`config.mk`:
```
export PLATFORM = sky130hd
export DESIGN_NAME = mips_mem_arbiter_flat
export DESIGN_NICKNAME = d
export VERILOG_FILES = /design/src/rtl/mips_mem_arbiter_if.sv /design/src/rtl/mips_mem_arbiter.sv /design/src/flat_wrapper.sv
export SDC_FILE = /design/constraint.sdc
export NUM_CORES = 1
export LEC_CHECK = 0
export ABC_AREA = 1
export CORE_MARGIN = 5
export CORE_UTILIZATION = 47
export DETAILED_ROUTE_END_ITERATION = 12
export PLACE_DENSITY_LB_ADDON = 0.2
export SYNTH_ARGS = -nofsm -noshare
export SYNTH_HDL_FRONTEND = slang
export SYNTH_SLANG_ARGS = --single-unit
```
`constraint.sdc`:
```
create_clock -name clk -period 3.3 [get_ports clk]
set_input_delay 0.66 -clock clk [delete_from_list [all_inputs] [get_ports clk]]
set_output_delay 0.66 -clock clk [all_outputs]
set_load 0.005 [all_outputs]
```
`src/rtl/mips_mem_arbiter_if.sv`:
```
// Miss-port bundle between the two caches, the arbiter and the memory port.
// The slave view belongs to the arbiter; the master view is the cache/memory side.
interface mips_mem_arbiter_if;
    logic        i_req;
    logic [31:0] i_addr;
    logic [31:0] i_rdata;
    logic        i_valid;
    logic        i_err;
    logic        d_req;
    logic [31:0] d_addr;
    logic [31:0] d_rdata;
    logic        d_valid;
    logic        d_err;
    logic [31:0] mem_addr;
    logic        mem_read_en;
    logic [31:0] mem_data;
    logic        mem_dvalid;
    logic        gnt_i;
    logic        gnt_d;

    modport slave (
        input  i_req, i_addr, d_req, d_addr, mem_data, mem_dvalid,
        output i_rdata, i_valid, i_err, d_rdata, d_valid, d_err,
        output mem_addr, mem_read_en, gnt_i, gnt_d
    );

    modport master (
        output i_req, i_addr, d_req, d_addr, mem_data, mem_dvalid,
        input  i_rdata, i_valid, i_err, d_rdata, d_valid, d_err,
        input  mem_addr, mem_read_en, gnt_i, gnt_d
    );
endinterface

```
`src/rtl/mips_mem_arbiter.sv`:
```
// Shares one read-only memory port between the icache and dcache miss ports.
// One transaction open at a time, round-robin on ties, with a hung-memory timeout
// that completes the request with an error flag and zero data.
module mips_mem_arbiter #(
    parameter int TIMEOUT_CYCLES = 64
) (
    input  logic              clk,
    input  logic              rst,
    mips_mem_arbiter_if.slave bus
);
    localparam int CNT_W = $clog2(TIMEOUT_CYCLES) + 1;
    localparam logic [CNT_W-1:0] CNT_LAST = CNT_W'(TIMEOUT_CYCLES - 1);
    localparam logic [CNT_W-1:0] CNT_ONE  = CNT_W'(1);

    localparam logic [1:0] IDLE    = 2'd0;
    localparam logic [1:0] BUSY_I  = 2'd1;
    localparam logic [1:0] BUSY_D  = 2'd2;
    localparam logic [1:0] RELEASE = 2'd3;

    logic [1:0]       state;
    logic             last_d;      // 1: last grant went to the dcache
    logic [CNT_W-1:0] cnt;
    logic [31:0]      mem_addr_r;
    logic [31:0]      i_rdata_r;
    logic [31:0]      d_rdata_r;
    logic             i_valid_r;
    logic             i_err_r;
    logic             d_valid_r;
    logic             d_err_r;
    logic             pick_d;

    // dcache wins when it is alone or when a tie arrives and the icache had the last grant
    assign pick_d = bus.d_req & (~bus.i_req | ~last_d);

    assign bus.mem_addr    = mem_addr_r;
    assign bus.mem_read_en = (state == BUSY_I) || (state == BUSY_D);
    assign bus.gnt_i       = (state == BUSY_I);
    assign bus.gnt_d       = (state == BUSY_D);
    assign bus.i_rdata     = i_rdata_r;
    assign bus.i_valid     = i_valid_r;
    assign bus.i_err       = i_err_r;
    assign bus.d_rdata     = d_rdata_r;
    assign bus.d_valid     = d_valid_r;
    assign bus.d_err       = d_err_r;

    // Arbitration FSM, timeout counter and registered completion outputs
    always_ff @(posedge clk) begin
        if (rst) begin
            state      <= IDLE;
            last_d     <= 1'b0;
            cnt        <= '0;
            mem_addr_r <= '0;
            i_rdata_r  <= '0;
            d_rdata_r  <= '0;
            i_valid_r  <= 1'b0;
            i_err_r    <= 1'b0;
            d_valid_r  <= 1'b0;
            d_err_r    <= 1'b0;
        end else begin
            // completion flags are single-cycle pulses
            i_valid_r <= 1'b0;
            i_err_r   <= 1'b0;
            d_valid_r <= 1'b0;
            d_err_r   <= 1'b0;
            case (state)
                IDLE: begin
                    if (bus.i_req || bus.d_req) begin
                        cnt    <= '0;
                        last_d <= pick_d;
                        if (pick_d) begin
                            state      <= BUSY_D;
                            mem_addr_r <= bus.d_addr;
                        end else begin
                            state      <= BUSY_I;
                            mem_addr_r <= bus.i_addr;
                        end
                    end
                end
                BUSY_I, BUSY_D: begin
                    cnt <= cnt + CNT_ONE;
                    if (bus.mem_dvalid) begin
                        state <= RELEASE;
                        if (state == BUSY_I) begin
                            i_rdata_r <= bus.mem_data;
                            i_valid_r <= 1'b1;
                        end else begin
                            d_rdata_r <= bus.mem_data;
                            d_valid_r <= 1'b1;
                        end
                    end else if (cnt == CNT_LAST) begin
                        // memory never answered: complete with an error and no data
                        state <= RELEASE;
                        if (state == BUSY_I) begin
                            i_rdata_r <= '0;
                            i_valid_r <= 1'b1;
                            i_err_r   <= 1'b1;
                        end else begin
                            d_rdata_r <= '0;
                            d_valid_r <= 1'b1;
                            d_err_r   <= 1'b1;
                        end
                    end
                end
                RELEASE: state <= IDLE;
                default: state <= IDLE;
            endcase
        end
    end
endmodule

```
`src/flat_wrapper.sv`:
```
// flat-port wrapper written by rule: the top's interface ports become plain ports
module mips_mem_arbiter_flat 
#(
    parameter int TIMEOUT_CYCLES = 64
)
  (clk, rst, bus_i_req, bus_i_addr, bus_d_req, bus_d_addr, bus_mem_data, bus_mem_dvalid, bus_i_rdata, bus_i_valid, bus_i_err, bus_d_rdata, bus_d_valid, bus_d_err, bus_mem_addr, bus_mem_read_en, bus_gnt_i, bus_gnt_d);
  mips_mem_arbiter_if bus_i ();
  input  logic clk;
  input  logic rst;
  input wire logic [$bits(bus_i.i_req)-1:0] bus_i_req;
  input wire logic [$bits(bus_i.i_addr)-1:0] bus_i_addr;
  input wire logic [$bits(bus_i.d_req)-1:0] bus_d_req;
  input wire logic [$bits(bus_i.d_addr)-1:0] bus_d_addr;
  input wire logic [$bits(bus_i.mem_data)-1:0] bus_mem_data;
  input wire logic [$bits(bus_i.mem_dvalid)-1:0] bus_mem_dvalid;
  output wire logic [$bits(bus_i.i_rdata)-1:0] bus_i_rdata;
  output wire logic [$bits(bus_i.i_valid)-1:0] bus_i_valid;
  output wire logic [$bits(bus_i.i_err)-1:0] bus_i_err;
  output wire logic [$bits(bus_i.d_rdata)-1:0] bus_d_rdata;
  output wire logic [$bits(bus_i.d_valid)-1:0] bus_d_valid;
  output wire logic [$bits(bus_i.d_err)-1:0] bus_d_err;
  output wire logic [$bits(bus_i.mem_addr)-1:0] bus_mem_addr;
  output wire logic [$bits(bus_i.mem_read_en)-1:0] bus_mem_read_en;
  output wire logic [$bits(bus_i.gnt_i)-1:0] bus_gnt_i;
  output wire logic [$bits(bus_i.gnt_d)-1:0] bus_gnt_d;
  assign bus_i.i_req = bus_i_req;
  assign bus_i.i_addr = bus_i_addr;
  assign bus_i.d_req = bus_d_req;
  assign bus_i.d_addr = bus_d_addr;
  assign bus_i.mem_data = bus_mem_data;
  assign bus_i.mem_dvalid = bus_mem_dvalid;
  assign bus_i_rdata = bus_i.i_rdata;
  assign bus_i_valid = bus_i.i_valid;
  assign bus_i_err = bus_i.i_err;
  assign bus_d_rdata = bus_i.d_rdata;
  assign bus_d_valid = bus_i.d_valid;
  assign bus_d_err = bus_i.d_err;
  assign bus_mem_addr = bus_i.mem_addr;
  assign bus_mem_read_en = bus_i.mem_read_en;
  assign bus_gnt_i = bus_i.gnt_i;
  assign bus_gnt_d = bus_i.gnt_d;
  mips_mem_arbiter #(.TIMEOUT_CYCLES(TIMEOUT_CYCLES)) u_core (.clk(clk), .rst(rst), .bus(bus_i));
endmodule
```
==> results of run 1 <==
## cells by family after synthesis
group | after synthesis | synth area share
buf+inv | 189 | 0.152
flops | 110 | 0.424
fa+ha+maj | 5 | 0.0120
compound gates | 79 | 0.0855
simple gates | 403 | 0.326
## area by class of cell
cell class | instances | area, sq um
clock inverters | 4 | 32.5
well taps | 140 | 175
inverters | 138 | 518
clock buffers | 12 | 145
multi-input cells | 487 | 2210
repair buffers | 214 | 2130
flip-flops and latches | 110 | 2200
fillers | 969 | 3430
## layout by cell type, fill, tap and decap left out
cell type                         instances
sky130_fd_sc_hd__dfxtp_1                110
sky130_fd_sc_hd__inv_1                  127
sky130_fd_sc_hd__nor2_1                  89
sky130_fd_sc_hd__nand4_1                 51
sky130_fd_sc_hd__ha_2                     1
sky130_fd_sc_hd__buf_4                   10
sky130_fd_sc_hd__a21boi_0                 1
sky130_fd_sc_hd__nor2_4                   1
sky130_fd_sc_hd__clkinv_4                 2
sky130_fd_sc_hd__a21oi_1                  6
sky130_fd_sc_hd__nand2_4                  1
sky130_fd_sc_hd__clkdlybuf4s50_1        203
sky130_fd_sc_hd__nand2_1                250
sky130_fd_sc_hd__clkbuf_1                 2
sky130_fd_sc_hd__ha_1                     4
sky130_fd_sc_hd__nor2_2                   1
sky130_fd_sc_hd__inv_2                   10
sky130_fd_sc_hd__nor3_1                   2
sky130_fd_sc_hd__o21ai_1                  1
sky130_fd_sc_hd__a31oi_1                 32
sky130_fd_sc_hd__nand2_2                  1
sky130_fd_sc_hd__o21bai_1                 1
sky130_fd_sc_hd__buf_12                   1
sky130_fd_sc_hd__nand3_4                  2
sky130_fd_sc_hd__nand3_1                  5
sky130_fd_sc_hd__clkinv_1                 1
sky130_fd_sc_hd__clkinvlp_4               2
sky130_fd_sc_hd__clkbuf_8                10
sky130_fd_sc_hd__o21ai_0                 37
sky130_fd_sc_hd__a21oi_2                  1
## cells in the mapped netlist
cell / number / area [sq um]
sky130_fd_sc_hd__inv_1: 128 / 480
sky130_fd_sc_hd__o21ai_0: 37 / 185
sky130_fd_sc_hd__o21ai_1: 1 / 5.00
sky130_fd_sc_hd__o21bai_1: 1 / 7.51
sky130_fd_sc_hd__buf_4: 1 / 7.51
sky130_fd_sc_hd__nor3_1: 2 / 10.0
sky130_fd_sc_hd__dfxtp_1: 110 / 2200
sky130_fd_sc_hd__a21oi_2: 1 / 8.76
sky130_fd_sc_hd__buf_1: 11 / 41.3
sky130_fd_sc_hd__inv_2: 9 / 33.8
sky130_fd_sc_hd__a21boi_0: 1 / 7.51
sky130_fd_sc_hd__nand2_4: 1 / 11.3
sky130_fd_sc_hd__nor2_2: 1 / 6.26
sky130_fd_sc_hd__a31oi_1: 32 / 200
sky130_fd_sc_hd__a21oi_1: 6 / 30.0
sky130_fd_sc_hd__nand4_1: 51 / 319
sky130_fd_sc_hd__buf_6: 9 / 101
sky130_fd_sc_hd__nand3_1: 5 / 25.0
sky130_fd_sc_hd__nand2_2: 1 / 6.26
sky130_fd_sc_hd__nand2_1: 250 / 938
sky130_fd_sc_hd__nor2_4: 1 / 11.3
sky130_fd_sc_hd__ha_1: 5 / 62.6
sky130_fd_sc_hd__clkbuf_1: 21 / 78.8
sky130_fd_sc_hd__clkinv_1: 1 / 3.75
sky130_fd_sc_hd__nor2_1: 89 / 334
sky130_fd_sc_hd__buf_2: 9 / 45.0
sky130_fd_sc_hd__nand3_4: 2 / 35.0
## worst max-delay path by stage
stage | slack [ns] | to
global route | 0.73 | bus_gnt_i
floorplan | 1.68 | u_core.bus.d_rdata[28]
detailed placement | 0.71 | u_core.bus.i_rdata[5]
global placement | 0.75 | u_core.bus.i_rdata[1]
finish | 0.87 | bus_gnt_i
CTS | 0.83 | bus_gnt_i
## sequential cells by signal (all words and copies together), names as in the netlist
name and count:
u_core.bus.d_err 1, u_core.bus.mem_addr 32, u_core.last_d 1, u_core.bus.d_rdata 32, u_core.bus.i_rdata 32, u_core.cnt 7, u_core.bus.i_err 1, u_core.state 2
u_core.bus.d_valid 1, u_core.bus.i_valid 1
## critical path: cells and delay by family (launching register included)
| family | cells | cell delay (ns) |
|---|---|---|
| buf+inv | 2 | 0.75 |
| fa+ha+maj | 1 | 0.35 |
| flops | 1 | 0.32 |
## where the power goes
group / internal, mW / total, mW / switching (mW)
logic: 1.21 / 2.53 / 1.32
registers: 1.72 / 1.90 / 0.189
clock network: 0.300 / 0.758 / 0.458
## stage by stage
| stage | power, mW | setup WS, ns | util | hold slack (ns) | area (sq um) |
|---|---|---|---|---|---|
| after floorplan | 3.34 | 1.68 | - | 0.442 | 5200 |
| after global placement | 4.44 | 0.746 | 0.667 | 0.459 | 7230 |
| after detailed placement | 4.46 | 0.707 | 0.667 | 0.466 | 7230 |
| after CTS | 5.24 | 0.832 | 0.683 | 0.483 | 7410 |
| after global routing | 5.65 | 0.725 | 0.683 | 0.504 | 7410 |
| final | 5.19 | 0.867 | 0.683 | 0.480 | 7410 |
## routing by layer
metal,track usage,vias up,routed length (um),part of all wire
met4,0.0548,0,168,0.012
met2,0.355,155,6850,0.48
li1,-,2762,-,-
met3,0.0816,16,1510,0.11
met5,0,-,0,0
met1,0.264,2255,5860,0.41
==> impl_metrics.env, run 1 <==
export IMPL_end_of_the_worst_register_to_register_path="u_core.bus.i_rdata[13]"
export IMPL_grt_overflow=0
export IMPL_coreArea_sq_um=10800
export IMPL_numClockSinks=110
export IMPL_fin_setup_tns_ns=0
export IMPL_cp_data_required_time_ns=2.64
export IMPL_reg2reg_from="u_core.state[1]"
export IMPL_finalWirelength_mm=14.4
export IMPL_cts_hold_buffers=0
export IMPL_crit_path_max_incr_delay_ns=0.63
export IMPL_postSynthAreaPerCell_sq_um=6.61
export IMPL_grt_pass1_wl_mm=23.0
export IMPL_status="finished, final reports clean"
export IMPL_route_detailed_wl_per_inst_um=13.0
export IMPL_grt_antenna_before_repair=0
export IMPL_cts_buffer_depth=2
export IMPL_gpl_final_weighted_congestion=0.834
export IMPL_fin_cells=1105
export IMPL_worst_setup_hold_path_clk_slew_ns=0.11
export IMPL_firstDrtPassIters=5
export IMPL_drt_first_iter_violations=309
export IMPL_post_cts_resized_instances=0
export IMPL_worstPathMaxFanout=8
export IMPL_die_area_sq_um=13300
export IMPL_drive_gt1_frac=0.0446
export IMPL_timing_fmax_ghz=0.411
export IMPL_num_antenna_cells=0
export IMPL_worst_ep_arrival_time_ns=1.77
export IMPL_yosysWarnings=0
export IMPL_skew_ns=0.0192
export IMPL_slew_worst_pin_ns=0.618
export IMPL_crit_path_start_kind="flop"
export IMPL_initial_utilization=0.479
export IMPL_number_of_distinct_library_cells_after_synthesis=27
export IMPL_groute_usage_overall=0.215
export IMPL_end_kind="output port"
export IMPL_die_height_um=115
export IMPL_clk_latency_ns=0.36
export IMPL_reg2regPathDepth=7
export IMPL_hold_viol_final=0
export IMPL_cap_violations=0
export IMPL_crit_path_top_delay_cell="sky130_fd_sc_hd__clkdlybuf4s50_1"
export IMPL_worst_hold_path_type="flop to flop"
export IMPL_dp_cells=1089
export IMPL_worst_case_vdd_ir_drop_uv=331
export IMPL_dieWidth_um=115
export IMPL_max_slew_vio_count=0
export IMPL_syn_num_nets=892
export IMPL_final_net_count=1066
export IMPL_top_level_ports=204
export IMPL_dpl_hpwl_mm=10.6
export IMPL_floorplan_rows=38
export IMPL_hold_path_endpoint="u_core.cnt[2]"
export IMPL_fin_crit_ns=2.43
export IMPL_setup_crit_path_kind="flop to output port"
export IMPL_netlist_instances=786
export IMPL_cts_repair_timing_setup_buffer_count=0
export IMPL_ys_ff_latch=110
export IMPL_timing_critical_path_from="u_core.state[1]"
export IMPL_power_density_cell_area_nw_per_um2=701
export IMPL_setup_viol_count_final=0
export IMPL_worstPathCellList="inv_1 > ha_1 > clkdlybuf4s50_1"
export IMPL_clock_tree_root_cell="sky130_fd_sc_hd__clkbuf_8"
export IMPL_grt_pass1_vias=4843
export IMPL_max_slew_margin_rel=0.588
export IMPL_grt_start_max_net_pins=55
export IMPL_routed_via_density=4.70
export IMPL_clock_tree_from_tritoncts="built"
export IMPL_period_share=0.737
export IMPL_worst_hold_path_num_cells=2
export IMPL_power_static_leakage_nw=3.34
export IMPL_post_route_drc_count=0
export IMPL_grt_setup_unrepaired="no"
export IMPL_synth_seq_area_share=0.424
export IMPL_reg2reg_setup_slack_ns=1.07
export IMPL_synth_cell_area_sq_um=5200
export IMPL_ant_nets=0
export IMPL_worstHoldStart="u_core.cnt[2]"
export IMPL_numPortBuffers=203
export IMPL_cts_max_level=3
export IMPL_vias=5188
export IMPL_cts_buffers_inserted=9
export IMPL_layout_area_overhead_vs_synth_pct=42.5
Note: power is estimated with default switching activity, not from simulation.
==> run 2: changes to the inputs <==
- CORE_UTILIZATION: 47 -> 44
- clock period: 3.3 -> 2.53 ns (I/O delays scaled with it)
==> run 2 against run 1 <==
Effect of this change: count of clock-buffer cells in the layout shrank 2; core utilization shrank 2.8 points; global-route usage shrank 1.2 points; power grew 38%; critical path depth is the same; register-to-register slack lost 0.55 ns; worst setup slack lost 0.62 ns; combinational power grew 31%; largest cell class unchanged; highest routed layer unchanged.
==> impl_metrics.env, run 2 (synthesis gave the netlist of run 1 again) <==
export IMPL_max_slew_vio_count=0
export IMPL_gpl_final_weighted_congestion=0.878
export IMPL_cts_hold_buffers=0
export IMPL_timing_fmax_ghz=0.437
export IMPL_multi_input_gate_area_sq_um=2210
export IMPL_grt_setup_unrepaired="no"
export IMPL_worst_hold_path_type="flop to flop"
export IMPL_cts_buffer_depth=2
export IMPL_dp_cells=1094
export IMPL_num_antenna_cells=0
export IMPL_max_slew_margin_rel=0.430
export IMPL_critical_path_top_delay_family="buffers and inverters"
export IMPL_worstPathMaxFanout=9
export IMPL_fin_crit_ns=2.29
export IMPL_cp_data_required_time_ns=2.02
export IMPL_drive_gt1_frac=0.0486
export IMPL_commonest_non_fill_non_tap_cells_in_the_layout="sky130_fd_sc_hd__nand2_1 (250), sky130_fd_sc_hd__clkdlybuf4s50_1 (203), sky130_fd_sc_hd__inv_1 (127)"
export IMPL_top_level_ports=204
export IMPL_numPortBuffers=203
export IMPL_routed_via_density=4.78
export IMPL_cts_max_level=3
export IMPL_drt_first_iter_violations=418
export IMPL_final_util=0.655
export IMPL_numClockSinks=110
export IMPL_power_density_cell_area_nw_per_um2=951
export IMPL_clk_latency_ns=0.35
export IMPL_worstPathCellList="inv_1 > ha_2 > clkdlybuf4s50_1"
export IMPL_layout_commonest_cell="sky130_fd_sc_hd__nand2_1"
export IMPL_clock_tree_from_tritoncts="built"
export IMPL_crit_path_start_kind="flop"
export IMPL_grt_overflow=0
export IMPL_final_seq_area_sq_um=2200
export IMPL_vias=5302
export IMPL_hold_viol_final=0
export IMPL_crit_path_top_delay_cell="sky130_fd_sc_hd__clkdlybuf4s50_1"
export IMPL_crit_path_max_incr_delay_ns=0.55
export IMPL_worst_ep_arrival_time_ns=1.78
export IMPL_slew_worst_pin_ns=0.853
export IMPL_die_area_sq_um=14100
export IMPL_cap_violations=0
export IMPL_coreArea_sq_um=11500
export IMPL_cp_num_buf_inv=2
export IMPL_groute_usage_overall=0.203
export IMPL_grt_pass1_vias=4909
export IMPL_period_share=0.903
export IMPL_final_net_count=1068
export IMPL_end_kind="output port"
export IMPL_power_static_leakage_nw=3.40
export IMPL_die_height_um=119
export IMPL_floorplan_rows=39
export IMPL_cts_repair_timing_setup_buffer_count=0
export IMPL_worst_setup_hold_path_clk_slew_ns=0.07
export IMPL_fin_setup_tns_ns=0
export IMPL_clock_tree_root_cell="sky130_fd_sc_hd__clkbuf_16"
export IMPL_finalWirelength_mm=14.7
export IMPL_setup_viol_count_final=0
export IMPL_setup_crit_path_kind="flop to output port"
export IMPL_grt_start_max_net_pins=65
export IMPL_grt_pass1_wl_mm=23.6
export IMPL_grt_antenna_before_repair=0
export IMPL_ant_nets=0
export IMPL_skew_ns=0.00702
export IMPL_worst_case_vdd_ir_drop_uv=445
export IMPL_nFillCells=1072
export IMPL_finalPower_mw=7.17
export IMPL_status="finished, final reports clean"
export IMPL_initial_utilization=0.451
export IMPL_cts_buffers_inserted=9
export IMPL_route_detailed_wl_per_inst_um=13.2
export IMPL_post_route_drc_count=0
export IMPL_layout_area_overhead_vs_synth_pct=45.1
export IMPL_dpl_hpwl_mm=10.6
export IMPL_firstDrtPassIters=6
export IMPL_post_cts_resized_instances=0
export IMPL_dieWidth_um=119
export IMPL_fin_cells=1110
## run 2: changes by cell type in the layout (fill, tap and decap cells not counted)
cell and delta:
sky130_fd_sc_hd__clkbuf_1 -2, sky130_fd_sc_hd__clkbuf_16 +9, sky130_fd_sc_hd__clkbuf_8 -9, sky130_fd_sc_hd__buf_4 +1, sky130_fd_sc_hd__clkinv_4 -1, sky130_fd_sc_hd__clkinv_2 +1
sky130_fd_sc_hd__inv_6 +1, sky130_fd_sc_hd__buf_12 +1, sky130_fd_sc_hd__clkinvlp_4 +1
## run 2: worst reg2reg max path, cell delays in order, from the launching register on
cell and delay (ns):
sky130_fd_sc_hd__dfxtp_1 0.35, sky130_fd_sc_hd__inv_1 0.09, sky130_fd_sc_hd__ha_2 0.43, sky130_fd_sc_hd__buf_4 0.31, sky130_fd_sc_hd__nand3_4 0.42, sky130_fd_sc_hd__nor2_1 0.23, sky130_fd_sc_hd__nor2_1 0.06
## run 2: power breakdown
part           internal (mW)  switching [mW]  total [mW]
Combinational           1.59            1.73        3.32
Clock                  0.699           0.663        1.36
Sequential              2.24           0.254        2.49
Total                   4.53            2.65        7.17
## run 2: path summary, 6_finish.rpt
path                       endpoint            start  depth (start not counted)  slack, ns
max reg2reg  u_core.bus.i_rdata[30]  u_core.state[0]                          6       0.52
min                   u_core.cnt[2]    u_core.cnt[2]                          2       0.47
max                 bus_mem_read_en  u_core.state[0]                          3       0.24
min reg2reg           u_core.cnt[2]    u_core.cnt[2]                          2       0.47
## run 2: area by class of cell
type                       count  share of cell area
sequential                   110               0.292
multi-input combinational    487               0.292
clock inverter                 6             0.00597
timing repair buffer         216               0.286
clock buffer                  10              0.0317
inverter                     138              0.0687
tap                          143              0.0237
## run 2: through the flow
step                      cell area [sq um]  setup WS [ns]  hold slack (ns)
after global routing                   7540          0.187            0.505
final                                  7540          0.244            0.474
after global placement                 7260          0.326            0.456
after floorplan                        5200          0.907            0.442
after CTS                              7540          0.237            0.478
after detailed placement               7260          0.231            0.468
## run 2: layer usage
metal	GRT usage	share of wire	up-vias
met5	0	0	-
met4	0.0587	0.015	0
li1	-	-	2767
met2	0.334	0.47	168
met1	0.250	0.43	2354
met3	0.0721	0.090	13
==> run 3: changes to the inputs <==
- SKIP_LAST_GASP: not set -> 1
==> results of run 3 <==
Same layout as run 2: the final DEF is identical, and so are final timing and power.
